`src/rtl/err_sq_meas_ctrl_pkg.sv`:
```
// err_sq_meas_ctrl_pkg: state encodings shared by the measurement-window sequencer
package err_sq_meas_ctrl_pkg;
  localparam logic [1:0] EMC_IDLE   = 2'd0;
  localparam logic [1:0] EMC_SETTLE = 2'd1;
  localparam logic [1:0] EMC_ACCUM  = 2'd2;
  localparam logic [1:0] EMC_LATCH  = 2'd3;
endpackage

```
`src/rtl/err_sq_meas_ctrl_sym_cnt.sv`:
```
// err_sq_meas_ctrl_sym_cnt: clk_en-qualified symbol counter with terminal-count compare
module err_sq_meas_ctrl_sym_cnt #(
  parameter int W = 23
) (
  input  logic         clk,
  input  logic         reset,
  input  logic         en,
  input  logic         clr,
  input  logic [W-1:0] load,
  output logic         tc
);
  logic [W-1:0] cnt;
  always_ff @(posedge clk)
    if (!reset || clr) cnt <= '0;
    else if (en) cnt <= cnt + W'(1);
  assign tc = en && (cnt == load);
endmodule

```
`src/rtl/err_sq_meas_ctrl.sv`:
```
// err_sq_meas_ctrl: sequences clear/hold of err_sq_gen so each result sums exactly 2^WIN_LOG2 symbols
module err_sq_meas_ctrl
  import err_sq_meas_ctrl_pkg::*;
#(
  parameter int WIN_LOG2 = 22,
  parameter int SETTLE   = 64,
  parameter int WCNT_W   = 16
) (
  input  logic              clk,
  input  logic              reset,
  input  logic              clk_en,
  input  logic              start,
  input  logic              continuous,
  input  logic              stop,
  input  logic              abort,
  input  logic              result_ack,
  output logic              acc_clear,
  output logic              acc_hold,
  output logic              busy,
  output logic              result_valid,
  output logic              overrun,
  output logic [WCNT_W-1:0] win_count
);
  localparam int CW = WIN_LOG2 + 1;
  localparam logic [CW-1:0] SETTLE_LD = CW'((SETTLE > 0) ? SETTLE - 1 : 0);
  localparam logic [CW-1:0] WIN_LD = {1'b0, {WIN_LOG2{1'b1}}};
  logic [1:0] state;
  logic cont, stop_pend, tc, cap, start_ok;
  assign acc_hold  = state == EMC_LATCH;
  // clear in LATCH only alongside clk_en, otherwise the sum vanishes before capture
  assign acc_clear = (state == EMC_LATCH) ? clk_en : (state != EMC_ACCUM);
  assign busy      = state != EMC_IDLE;
  assign cap       = (state == EMC_LATCH) && clk_en && !abort;
  assign start_ok  = (state == EMC_IDLE) && start && !abort;
  err_sq_meas_ctrl_sym_cnt #(.W(CW)) u_sym_cnt (
    .clk  (clk),
    .reset(reset),
    .en   (clk_en && (state == EMC_SETTLE || state == EMC_ACCUM)),
    .clr  (state == EMC_IDLE || state == EMC_LATCH || tc),
    .load ((state == EMC_SETTLE) ? SETTLE_LD : WIN_LD),
    .tc   (tc)
  );
  always_ff @(posedge clk)
    if (!reset) begin
      state        <= EMC_IDLE;
      cont         <= 1'b0;
      stop_pend    <= 1'b0;
      result_valid <= 1'b0;
      overrun      <= 1'b0;
      win_count    <= '0;
    end else begin
      if (abort) state <= EMC_IDLE;
      else case (state)
        EMC_IDLE: if (start) begin
          state     <= (SETTLE > 0) ? EMC_SETTLE : EMC_ACCUM;
          cont      <= continuous;
          stop_pend <= 1'b0;
          win_count <= '0;
        end
        EMC_SETTLE: state <= stop ? EMC_IDLE : tc ? EMC_ACCUM : EMC_SETTLE;
        EMC_ACCUM: begin
          if (stop) stop_pend <= 1'b1;
          if (tc) state <= EMC_LATCH;
        end
        default: begin
          if (stop) stop_pend <= 1'b1;
          if (clk_en) begin
            win_count <= win_count + WCNT_W'(1);
            state     <= (cont && !stop_pend && !stop) ? EMC_ACCUM : EMC_IDLE;
          end
        end
      endcase
      result_valid <= abort ? result_valid : cap | (result_valid & ~result_ack);
      overrun      <= start_ok ? 1'b0 : overrun | (cap & result_valid & ~result_ack);
    end
endmodule

```
`config.mk`:
```
export PLATFORM = sky130hd
export DESIGN_NAME = err_sq_meas_ctrl
export DESIGN_NICKNAME = d
export VERILOG_FILES = /design/src/rtl/err_sq_meas_ctrl_pkg.sv /design/src/rtl/err_sq_meas_ctrl_sym_cnt.sv /design/src/rtl/err_sq_meas_ctrl.sv
export SDC_FILE = /design/constraint.sdc
export NUM_CORES = 1
export LEC_CHECK = 0
export BUFFER_PORTS_ARGS = -buffer_cell sky130_fd_sc_hd__buf_2
export CAP_MARGIN = 20
export CORE_AREA = 3 3 96 98
export DETAILED_ROUTE_END_ITERATION = 16
export DIE_AREA = 0 0 99 101
export PLACE_DENSITY = 0.43
export SYNTH_ARGS = -nofsm -noshare
export SYNTH_HDL_FRONTEND = slang
export SYNTH_HIERARCHICAL = 1
export SYNTH_SLANG_ARGS = --single-unit
```
`constraint.sdc`:
```
create_clock -name clk -period 2.8 [get_ports clk]
set_input_delay 0.28 -clock clk [delete_from_list [all_inputs] [get_ports clk]]
set_output_delay 0.28 -clock clk [all_outputs]
set_load 0.02 [all_outputs]
```
* Word level (Yosys, flattened, before mapping)
Index checks and enable logic that the tools add are counted.
** Word-level totals
- Word-level logic and storage cells :: 69
- Memories :: 0
- Bits of input ports :: 8
- Memory bits (writable) :: 0
- Latch bits :: 0
- ROM bits :: 0
- Register bits after elaboration :: 45
** Operators by class
- Bitwise operators :: 10
- Mux-type cells :: 15
- Add/subtract/negate cells :: 2
- Shift operators :: 0
- Eq/ne operators :: 7
- $mul :: 0
- Divide/modulo/power cells :: 0
- Reduce and logical (&&, ||, !) cells :: 28
- Magnitude comparators :: 0
** Operator list (count)
- $mux W16 :: 2
- $pmux W16 S2 :: 1
- $add A23 B1 Y23 const B :: 1
- $eq A23 B22 Y1 :: 1
- $mux W22 :: 1
- $add A16 B1 Y16 const B :: 1
- $mux W2 :: 6
- $logic_and A1 B1 Y1 :: 8
- $reduce_and A4 Y1 :: 2
- $ne A2 B2 Y1 const B :: 3
- $pmux W2 S3 :: 1
- $reduce_and A3 Y1 :: 2
- $reduce_bool A2 Y1 :: 3
- $reduce_or A2 Y1 :: 3
- $not A1 Y1 :: 5
- $eq A2 B2 Y1 const B :: 2
- $logic_not A1 Y1 :: 4
- $logic_or A1 B1 Y1 :: 4
- $reduce_bool A4 Y1 :: 1
- $and A1 B1 Y1 :: 3
- $mux W1 :: 3
- $eq A2 B1 Y1 const B :: 1
- $logic_not A2 Y1 :: 1
- $or A1 B1 Y1 :: 2
- $pmux W1 S2 :: 1

* Logic depth before layout (Yosys ltp)
- Word-level depth :: 7
- Mapped depth :: 13
- Mapped depth without buffers :: 13

* Hierarchy
Netlist, hierarchy kept.
** Modules (own cells, without submodules)
- err_sq_meas_ctrl_sym_cnt :: times used 1, cells an instance 155, area an instance 1308.8 µm²
- err_sq_meas_ctrl :: times used 1, cells an instance 136, area an instance 1179.9 µm²

* Least setup slack after synthesis
OpenSTA, ideal clock, no wires.
- Path kind :: register to register
- From :: register state[1]
- To :: register u_sym_cnt.cnt[0]
- Arrival time :: 2.803 ns
- Slack :: -0.131 ns
- Clock period less this slack :: 2.931 ns
- Data required time :: 2.672 ns
- Cell stages (with the launch flop) :: 14
- Buffers on the path :: 2
- Setup time :: 0.128 ns
- Path through :: dfxtp_1 > inv_1 > ha_1 > inv_1 > xor2_1 > nor4_1 > nand4_1 > nor3_1 > inv_1 > nand2_1 > nand2b_1 > clkbuf_1 > buf_1 > nor2_1
** On the way
- Cells in the longest elaborated chain, start to end :: 6
** Ends and longest elaborated chain
- start: declaration :: RTL line err_sq_meas_ctrl.sv:27 : logic [1:0] state;
- start signal: assignment :: RTL line err_sq_meas_ctrl.sv:55 : state <= (SETTLE > 0) ? EMC_SETTLE : EMC_ACCUM;
- start signal: assignment :: RTL line err_sq_meas_ctrl.sv:60 : EMC_SETTLE: state <= stop ? EMC_IDLE : tc ? EMC_ACCUM : EMC_SETTLE;
- start signal: assignment :: RTL line err_sq_meas_ctrl.sv:69 : state <= (cont && !stop_pend && !stop) ? EMC_ACCUM : EMC_IDLE;
- $eq A2 B1 Y1 / $eq A2 B2 Y1 (equally long branches) :: RTL line err_sq_meas_ctrl.sv:38, err_sq_meas_ctrl.sv:40
- $mux W22 / $logic_or A1 B1 Y1 (equally long branches) :: RTL line err_sq_meas_ctrl.sv:40, err_sq_meas_ctrl.sv:38
- $eq A23 B22 Y1 / $logic_and A1 B1 Y1 (equally long branches) :: RTL line err_sq_meas_ctrl_sym_cnt.sv:16, err_sq_meas_ctrl.sv:38
- $logic_and A1 B1 Y1 (*) :: RTL line err_sq_meas_ctrl_sym_cnt.sv:16 : assign tc = en && (cnt == load);
- named net tc :: RTL line err_sq_meas_ctrl.sv:28 : logic cont, stop_pend, tc, cap, start_ok;
- $logic_or A1 B1 Y1 (*) :: RTL line err_sq_meas_ctrl.sv:39 : .clr (state == EMC_IDLE || state == EMC_LATCH || tc),
- $logic_or A1 B1 Y1 (*) :: RTL line err_sq_meas_ctrl_sym_cnt.sv:14 : if (!reset || clr) cnt <= '0;
- end signal: assignment :: RTL line err_sq_meas_ctrl_sym_cnt.sv:15 : else if (en) cnt <= cnt + W'(1);
- end: declaration :: RTL line err_sq_meas_ctrl_sym_cnt.sv:12 : logic [W-1:0] cnt;
The timed path passes the listed nets; every way through them passes the cells marked *.
A chain may end at the register's enable or synchronous reset.

* Worst setup path in the final report
- From :: register state[1]
- To :: register state[0]
** On the way
- Cells in the longest elaborated chain, start to end :: 7
** Ends and longest elaborated chain
- $eq A2 B1 Y1 / $eq A2 B2 Y1 (equally long branches) :: RTL line err_sq_meas_ctrl.sv:38, err_sq_meas_ctrl.sv:40
- $mux W22 / $logic_or A1 B1 Y1 (equally long branches) :: RTL line err_sq_meas_ctrl.sv:40, err_sq_meas_ctrl.sv:38
- $eq A23 B22 Y1 / $logic_and A1 B1 Y1 (equally long branches) :: RTL line err_sq_meas_ctrl_sym_cnt.sv:16, err_sq_meas_ctrl.sv:38
- $logic_and A1 B1 Y1 (*) :: RTL line err_sq_meas_ctrl_sym_cnt.sv:16
- named net tc :: RTL line err_sq_meas_ctrl.sv:28
- $mux W2 (2 in series) :: RTL line err_sq_meas_ctrl.sv:60
- $pmux W2 S3 :: RTL line err_sq_meas_ctrl.sv:53 : else case (state)
Marked as above.

==> impl_metrics.prom <==
# TYPE chip_impl_metric gauge
chip_impl_metric{name="diodes",unit=""} 0
chip_impl_metric{name="placeableCoreArea",unit="sq um"} 8551
chip_impl_info{name="top_reg_cell_synth",value="sky130_fd_sc_hd__dfxtp_1"} 1
chip_impl_info{name="timing.critical_path.max_delay_family",value="buffers and inverters"} 1
chip_impl_metric{name="crit_path_max_fanout",unit=""} 12
chip_impl_info{name="netlist_top_cells_area",value="sky130_fd_sc_hd__dfxtp_1 (36%), sky130_fd_sc_hd__xor2_1 (8.4%), sky130_fd_sc_hd__xnor2_1 (5.6%)"} 1
chip_impl_metric{name="avgSynthCellArea",unit="sq um"} 8.552
chip_impl_info{name="status",value="completed"} 1
chip_impl_metric{name="via_count_of_the_first_global_routing_pass",unit=""} 2080
chip_impl_info{name="tritoncts",value="yes"} 1
chip_impl_metric{name="clk_path_buf_depth",unit=""} 2
chip_impl_info{name="critical_path_class",value="flip-flop to flip-flop"} 1
chip_impl_info{name="clockRootBuffer",value="sky130_fd_sc_hd__clkbuf_8"} 1
chip_impl_metric{name="start_util",unit="%"} 29.10
chip_impl_metric{name="routabilityCongestion",unit=""} 0.7483
chip_impl_metric{name="finClkSkew",unit="ns"} 0.007859
chip_impl_metric{name="cts.clk_slew.worst_paths",unit="ns"} 0.08
chip_impl_metric{name="cap_viol_max_count",unit=""} 0
chip_impl_metric{name="dp_slack",unit="ns"} -0.05871
chip_impl_metric{name="int_pwr",unit="W"} 0.0009170
chip_impl_metric{name="path_buf_inv",unit=""} 6
chip_impl_info{name="synth_top_cell_by_area",value="sky130_fd_sc_hd__dfxtp_1"} 1
chip_impl_metric{name="initial_antenna_violation_count",unit=""} 0
chip_impl_metric{name="hold_slack",unit="ns"} 0.2165
chip_impl_metric{name="power_frac_comb",unit="%"} 14.8
chip_impl_metric{name="rows",unit=""} 34
chip_impl_metric{name="clock_insertion_delay_worst_skew",unit="ns"} 0.29
chip_impl_metric{name="timing_hold_violations_final",unit=""} 0
chip_impl_metric{name="setup_slack",unit="ns"} 0.2926
chip_impl_metric{name="post_synth_num_cell_types",unit=""} 42
chip_impl_metric{name="post-route-drc-count",unit=""} 0
chip_impl_metric{name="worst_path_largest_cell_delay",unit="ns"} 0.34
chip_impl_metric{name="post-dp-hpwl",unit="um"} 4350
chip_impl_metric{name="drv_slew",unit=""} 0
chip_impl_info{name="critPathLaunchType",value="flip-flop"} 1
chip_impl_metric{name="worst_r2r_path_depth",unit=""} 13
chip_impl_metric{name="dieArea",unit="sq um"} 9999
chip_impl_metric{name="static-leakage-power",unit="nW"} 1.159
chip_impl_metric{name="floorplan.io_pins",unit=""} 29
chip_impl_metric{name="synth.top_cell.area_share",unit="%"} 36.20
chip_impl_metric{name="globalRouteTotalUtil",unit="%"} 12.27
chip_impl_info{name="cpMaxStageDelayCell",value="sky130_fd_sc_hd__a221oi_4"} 1
chip_impl_info{name="hold_path.startpoint",value="continuous"} 1
chip_impl_metric{name="maxSlewHeadroom",unit="%"} 54.04
chip_impl_metric{name="core_occupancy_in_the_finished_layout",unit="%"} 35.16
chip_impl_info{name="min_to",value="cont$_SDFFE_PN0P_"} 1
chip_impl_info{name="holdCritPathClass",value="primary input to flip-flop"} 1
chip_impl_metric{name="antenna_violating_nets_post_route",unit=""} 0
chip_impl_metric{name="cts_num_sinks",unit=""} 45
chip_impl_metric{name="ff2ff_setup_slack",unit="ns"} 0.29
chip_impl_metric{name="period_needed",unit="ns"} 2.507
chip_impl_metric{name="asyncSetResetFlopFracSynth",unit="%"} 0
chip_impl_metric{name="cts-hold-fix-buffers",unit=""} 0
chip_impl_metric{name="fin_nets",unit=""} 355
chip_impl_metric{name="layout-area-overhead-vs-synth",unit="%"} 20.81
chip_impl_metric{name="flops_latches_synth",unit=""} 45
chip_impl_metric{name="post_synth_instance_area",unit="sq um"} 2489
chip_impl_metric{name="routed-via-count",unit=""} 2113
chip_impl_metric{name="synth_sequential_area_ratio",unit="%"} 36.20
chip_impl_metric{name="detail_route.vias_per_cell",unit=""} 4.717
chip_impl_metric{name="power_per_cell_area",unit="nW/um^2"} 413.7
chip_impl_metric{name="setup_viol",unit=""} 0
chip_impl_metric{name="die_w",unit="um"} 99
chip_impl_metric{name="io_buffers",unit=""} 28
chip_impl_metric{name="clock_tree.htree_level_count",unit=""} 2
chip_impl_info{name="unrepaired_setup_endpoints_after_global_routing",value="no"} 1
chip_impl_metric{name="drt_first_iter_violations",unit=""} 68
chip_impl_metric{name="ir_drop",unit="mV"} 0.1738
chip_impl_metric{name="pin_count_of_the_biggest_net_entering_global_routing",unit=""} 15
chip_impl_metric{name="gr-total-overflow",unit=""} 0
chip_impl_metric{name="holdPathStages",unit=""} 3
chip_impl_info{name="endpoint_type_of_the_worst_setup_path",value="flip-flop"} 1
chip_impl_metric{name="crit_required",unit="ns"} 2.97
chip_impl_metric{name="pwr-share-seq",unit="%"} 52.1
chip_impl_metric{name="switching_power",unit="W"} 0.0003268
chip_impl_metric{name="clockPowerShare",unit="%"} 33.2
chip_impl_metric{name="yosysWarnings",unit=""} 6
chip_impl_info{name="worst_r2r_endpoint",value="state[0]$_SDFFE_PP0P_"} 1
chip_impl_metric{name="switching_share",unit="%"} 26.27
chip_impl_metric{name="final.period_utilization",unit="%"} 89.55
chip_impl_metric{name="tightest_slew",unit="ns"} 0.6831
chip_impl_metric{name="synth_edf_count",unit=""} 0
chip_impl_info{name="timing.critical_path.cells",value="inv_1 > ha_1 > clkinvlp_4 > buf_12 > buf_4 > buf_4 > xnor2_1 > nand4_1 > nor3_2 > inv_1 > a221oi_4 > mux2i_1 > nor3_1"} 1
chip_impl_metric{name="highest_achievable_clock_rate",unit="GHz"} 0.3988
chip_impl_metric{name="wirelength",unit="um"} 5869
chip_impl_metric{name="grt_first_pass_wirelength",unit="um"} 10090
chip_impl_metric{name="drive_above_1_share",unit="%"} 19.12
chip_impl_metric{name="number_of_optimization_iterations_in_the_first_detailed_route_pass",unit=""} 4
chip_impl_metric{name="count_of_cell_instances_traversed_by_the_critical_path",unit=""} 13
chip_impl_metric{name="wl_per_cell",unit="um"} 13.10
chip_impl_metric{name="synthesis.instances",unit=""} 291
chip_impl_metric{name="cts_buffers",unit=""} 5
chip_impl_metric{name="crit_arrival",unit="ns"} 2.68
chip_impl_metric{name="chipHeight",unit="um"} 101
chip_impl_info{name="crit-reg2reg-launch",value="state[1]$_SDFFE_PP0P_"} 1
-- repair_timing --
| action | in CTS | in global routing |
|---|---|---|
| resized for setup | 2 | 3 |
| endpoints found under the hold margin | 0 | 0 |
| endpoints found under the setup margin | 20 | 20 |
| buffers inserted | 0 | 2 |
-- final cells by class --
cell class | instances | area, sq um
fillers | 906 | 5544
multi-input cells | 233 | 1567
flip-flops and latches | 45 | 900.9
repair buffers | 44 | 272.8
well taps | 108 | 135.1
clock buffers | 7 | 86.33
inverters | 11 | 45.04
-- worst min-delay path: stages --
cell,delay [ns]
sky130_fd_sc_hd__buf_2,0.07
sky130_fd_sc_hd__mux2i_1,0.05
sky130_fd_sc_hd__nor2_1,0.07
-- layer usage --
metal | part of all wire, % | vias to the layer above | GRT usage [%]
met5 | 0 | - | 0
met2 | 47 | 20 | 20.45
met4 | 1.0 | 0 | 3.466
met1 | 49 | 957 | 15.91
met3 | 2.9 | 6 | 2.768
li1 | - | 1130 | -
-- per-stage QoR --
stage	area, sq um	std cells	TNS [ns]	power (W)
4_1_cts	2958	446	0	0.001263
3_3_place_gp	2863	439	-0.05849	0.0008317
6_report	3007	448	0	0.001244
2_1_floorplan	2514	296	0	0.0007777
5_1_grt	3007	448	0	0.001319
3_5_place_dp	2863	439	-0.4332	0.0008320
-- how the worst max path moves through the flow --
stage	start	end	slack (ns)
floorplan	state[1]$_SDFFE_PP0P_	u_sym_cnt/cnt[0]$_SDFFE_PP0P_	0.08
global placement	state[1]$_SDFFE_PP0P_	state[0]$_SDFFE_PP0P_	-0.03
detailed placement	state[1]$_SDFFE_PP0P_	state[0]$_SDFFE_PP0P_	-0.06
CTS	state[1]$_SDFFE_PP0P_	state[0]$_SDFFE_PP0P_	0.06
global route	state[1]$_SDFFE_PP0P_	state[0]$_SDFFE_PP0P_	0.07
finish	state[1]$_SDFFE_PP0P_	state[0]$_SDFFE_PP0P_	0.29
-- placed cells by master, fill, tap and decap left out, types with 2 or more instances in the layout --
master / count
sky130_fd_sc_hd__a21oi_1: 22
sky130_fd_sc_hd__a31o_2: 2
sky130_fd_sc_hd__a31oi_1: 3
sky130_fd_sc_hd__a41o_1: 2
sky130_fd_sc_hd__and2_1: 3
sky130_fd_sc_hd__and4_1: 5
sky130_fd_sc_hd__buf_2: 28
sky130_fd_sc_hd__buf_4: 15
sky130_fd_sc_hd__clkbuf_8: 6
sky130_fd_sc_hd__conb_1: 7
sky130_fd_sc_hd__dfxtp_1: 45
sky130_fd_sc_hd__ha_1: 7
sky130_fd_sc_hd__inv_1: 10
sky130_fd_sc_hd__mux2i_1: 3
sky130_fd_sc_hd__nand2_1: 19
sky130_fd_sc_hd__nand3_1: 7
sky130_fd_sc_hd__nand4_1: 14
sky130_fd_sc_hd__nand4_2: 2
sky130_fd_sc_hd__nand4_4: 2
sky130_fd_sc_hd__nor2_1: 29
sky130_fd_sc_hd__nor2b_1: 2
sky130_fd_sc_hd__nor3_1: 5
sky130_fd_sc_hd__nor4_1: 10
sky130_fd_sc_hd__o211a_1: 2
sky130_fd_sc_hd__o21ai_0: 15
sky130_fd_sc_hd__o31ai_1: 2
sky130_fd_sc_hd__or3_1: 14
sky130_fd_sc_hd__or4_1: 2
sky130_fd_sc_hd__xnor2_1: 16
sky130_fd_sc_hd__xor2_1: 24
-- synth_stat cells (2+ instances only) --
cell	instances
sky130_fd_sc_hd__a21oi_1	22
sky130_fd_sc_hd__a31o_2	2
sky130_fd_sc_hd__a31oi_1	3
sky130_fd_sc_hd__a41o_1	2
sky130_fd_sc_hd__and2_1	3
sky130_fd_sc_hd__and4_1	5
sky130_fd_sc_hd__buf_2	2
sky130_fd_sc_hd__clkbuf_1	4
sky130_fd_sc_hd__conb_1	2
sky130_fd_sc_hd__dfxtp_1	45
sky130_fd_sc_hd__ha_1	7
sky130_fd_sc_hd__inv_1	11
sky130_fd_sc_hd__mux2i_1	3
sky130_fd_sc_hd__nand2_1	19
sky130_fd_sc_hd__nand2b_1	2
sky130_fd_sc_hd__nand3_1	7
sky130_fd_sc_hd__nand4_1	14
sky130_fd_sc_hd__nand4_2	2
sky130_fd_sc_hd__nand4_4	2
sky130_fd_sc_hd__nor2_1	29
sky130_fd_sc_hd__nor2b_1	2
sky130_fd_sc_hd__nor3_1	6
sky130_fd_sc_hd__nor4_1	10
sky130_fd_sc_hd__o211a_1	2
sky130_fd_sc_hd__o21ai_0	15
sky130_fd_sc_hd__o31ai_1	2
sky130_fd_sc_hd__or3_1	14
sky130_fd_sc_hd__or4_1	2
sky130_fd_sc_hd__xnor2_1	16
sky130_fd_sc_hd__xor2_1	24
-- power groups by stage --
stage / sequential, W / combinational, W / clock (W)
after floorplan: 0.000665 / 0.000113 / 0
after CTS: 0.000648 / 0.000172 / 0.000443
final: 0.000648 / 0.000183 / 0.000413
after detailed placement: 0.000663 / 0.000169 / 0
after global placement: 0.000663 / 0.000168 / 0
after global routing: 0.000649 / 0.000203 / 0.000467
-- sequential cells by signal (all words and copies together) (netlist names) --
name and flops:
overrun 1, result_valid 1, state 2, u_sym_cnt/cnt 23, win_count 16, cont 1
stop_pend 1
-- cells by family after synthesis --
logic type / after synthesis / synth area share [%]
xor+xnor: 40 / 14.08
other cells: 2 / 0.3018
flops: 45 / 36.20
compound gates: 50 / 11.77
buf+inv: 18 / 2.815
mux: 4 / 1.810
simple gates: 125 / 29.51
fa+ha+maj: 7 / 3.519
No activity file was read; power rests on OpenSTA's default activity.
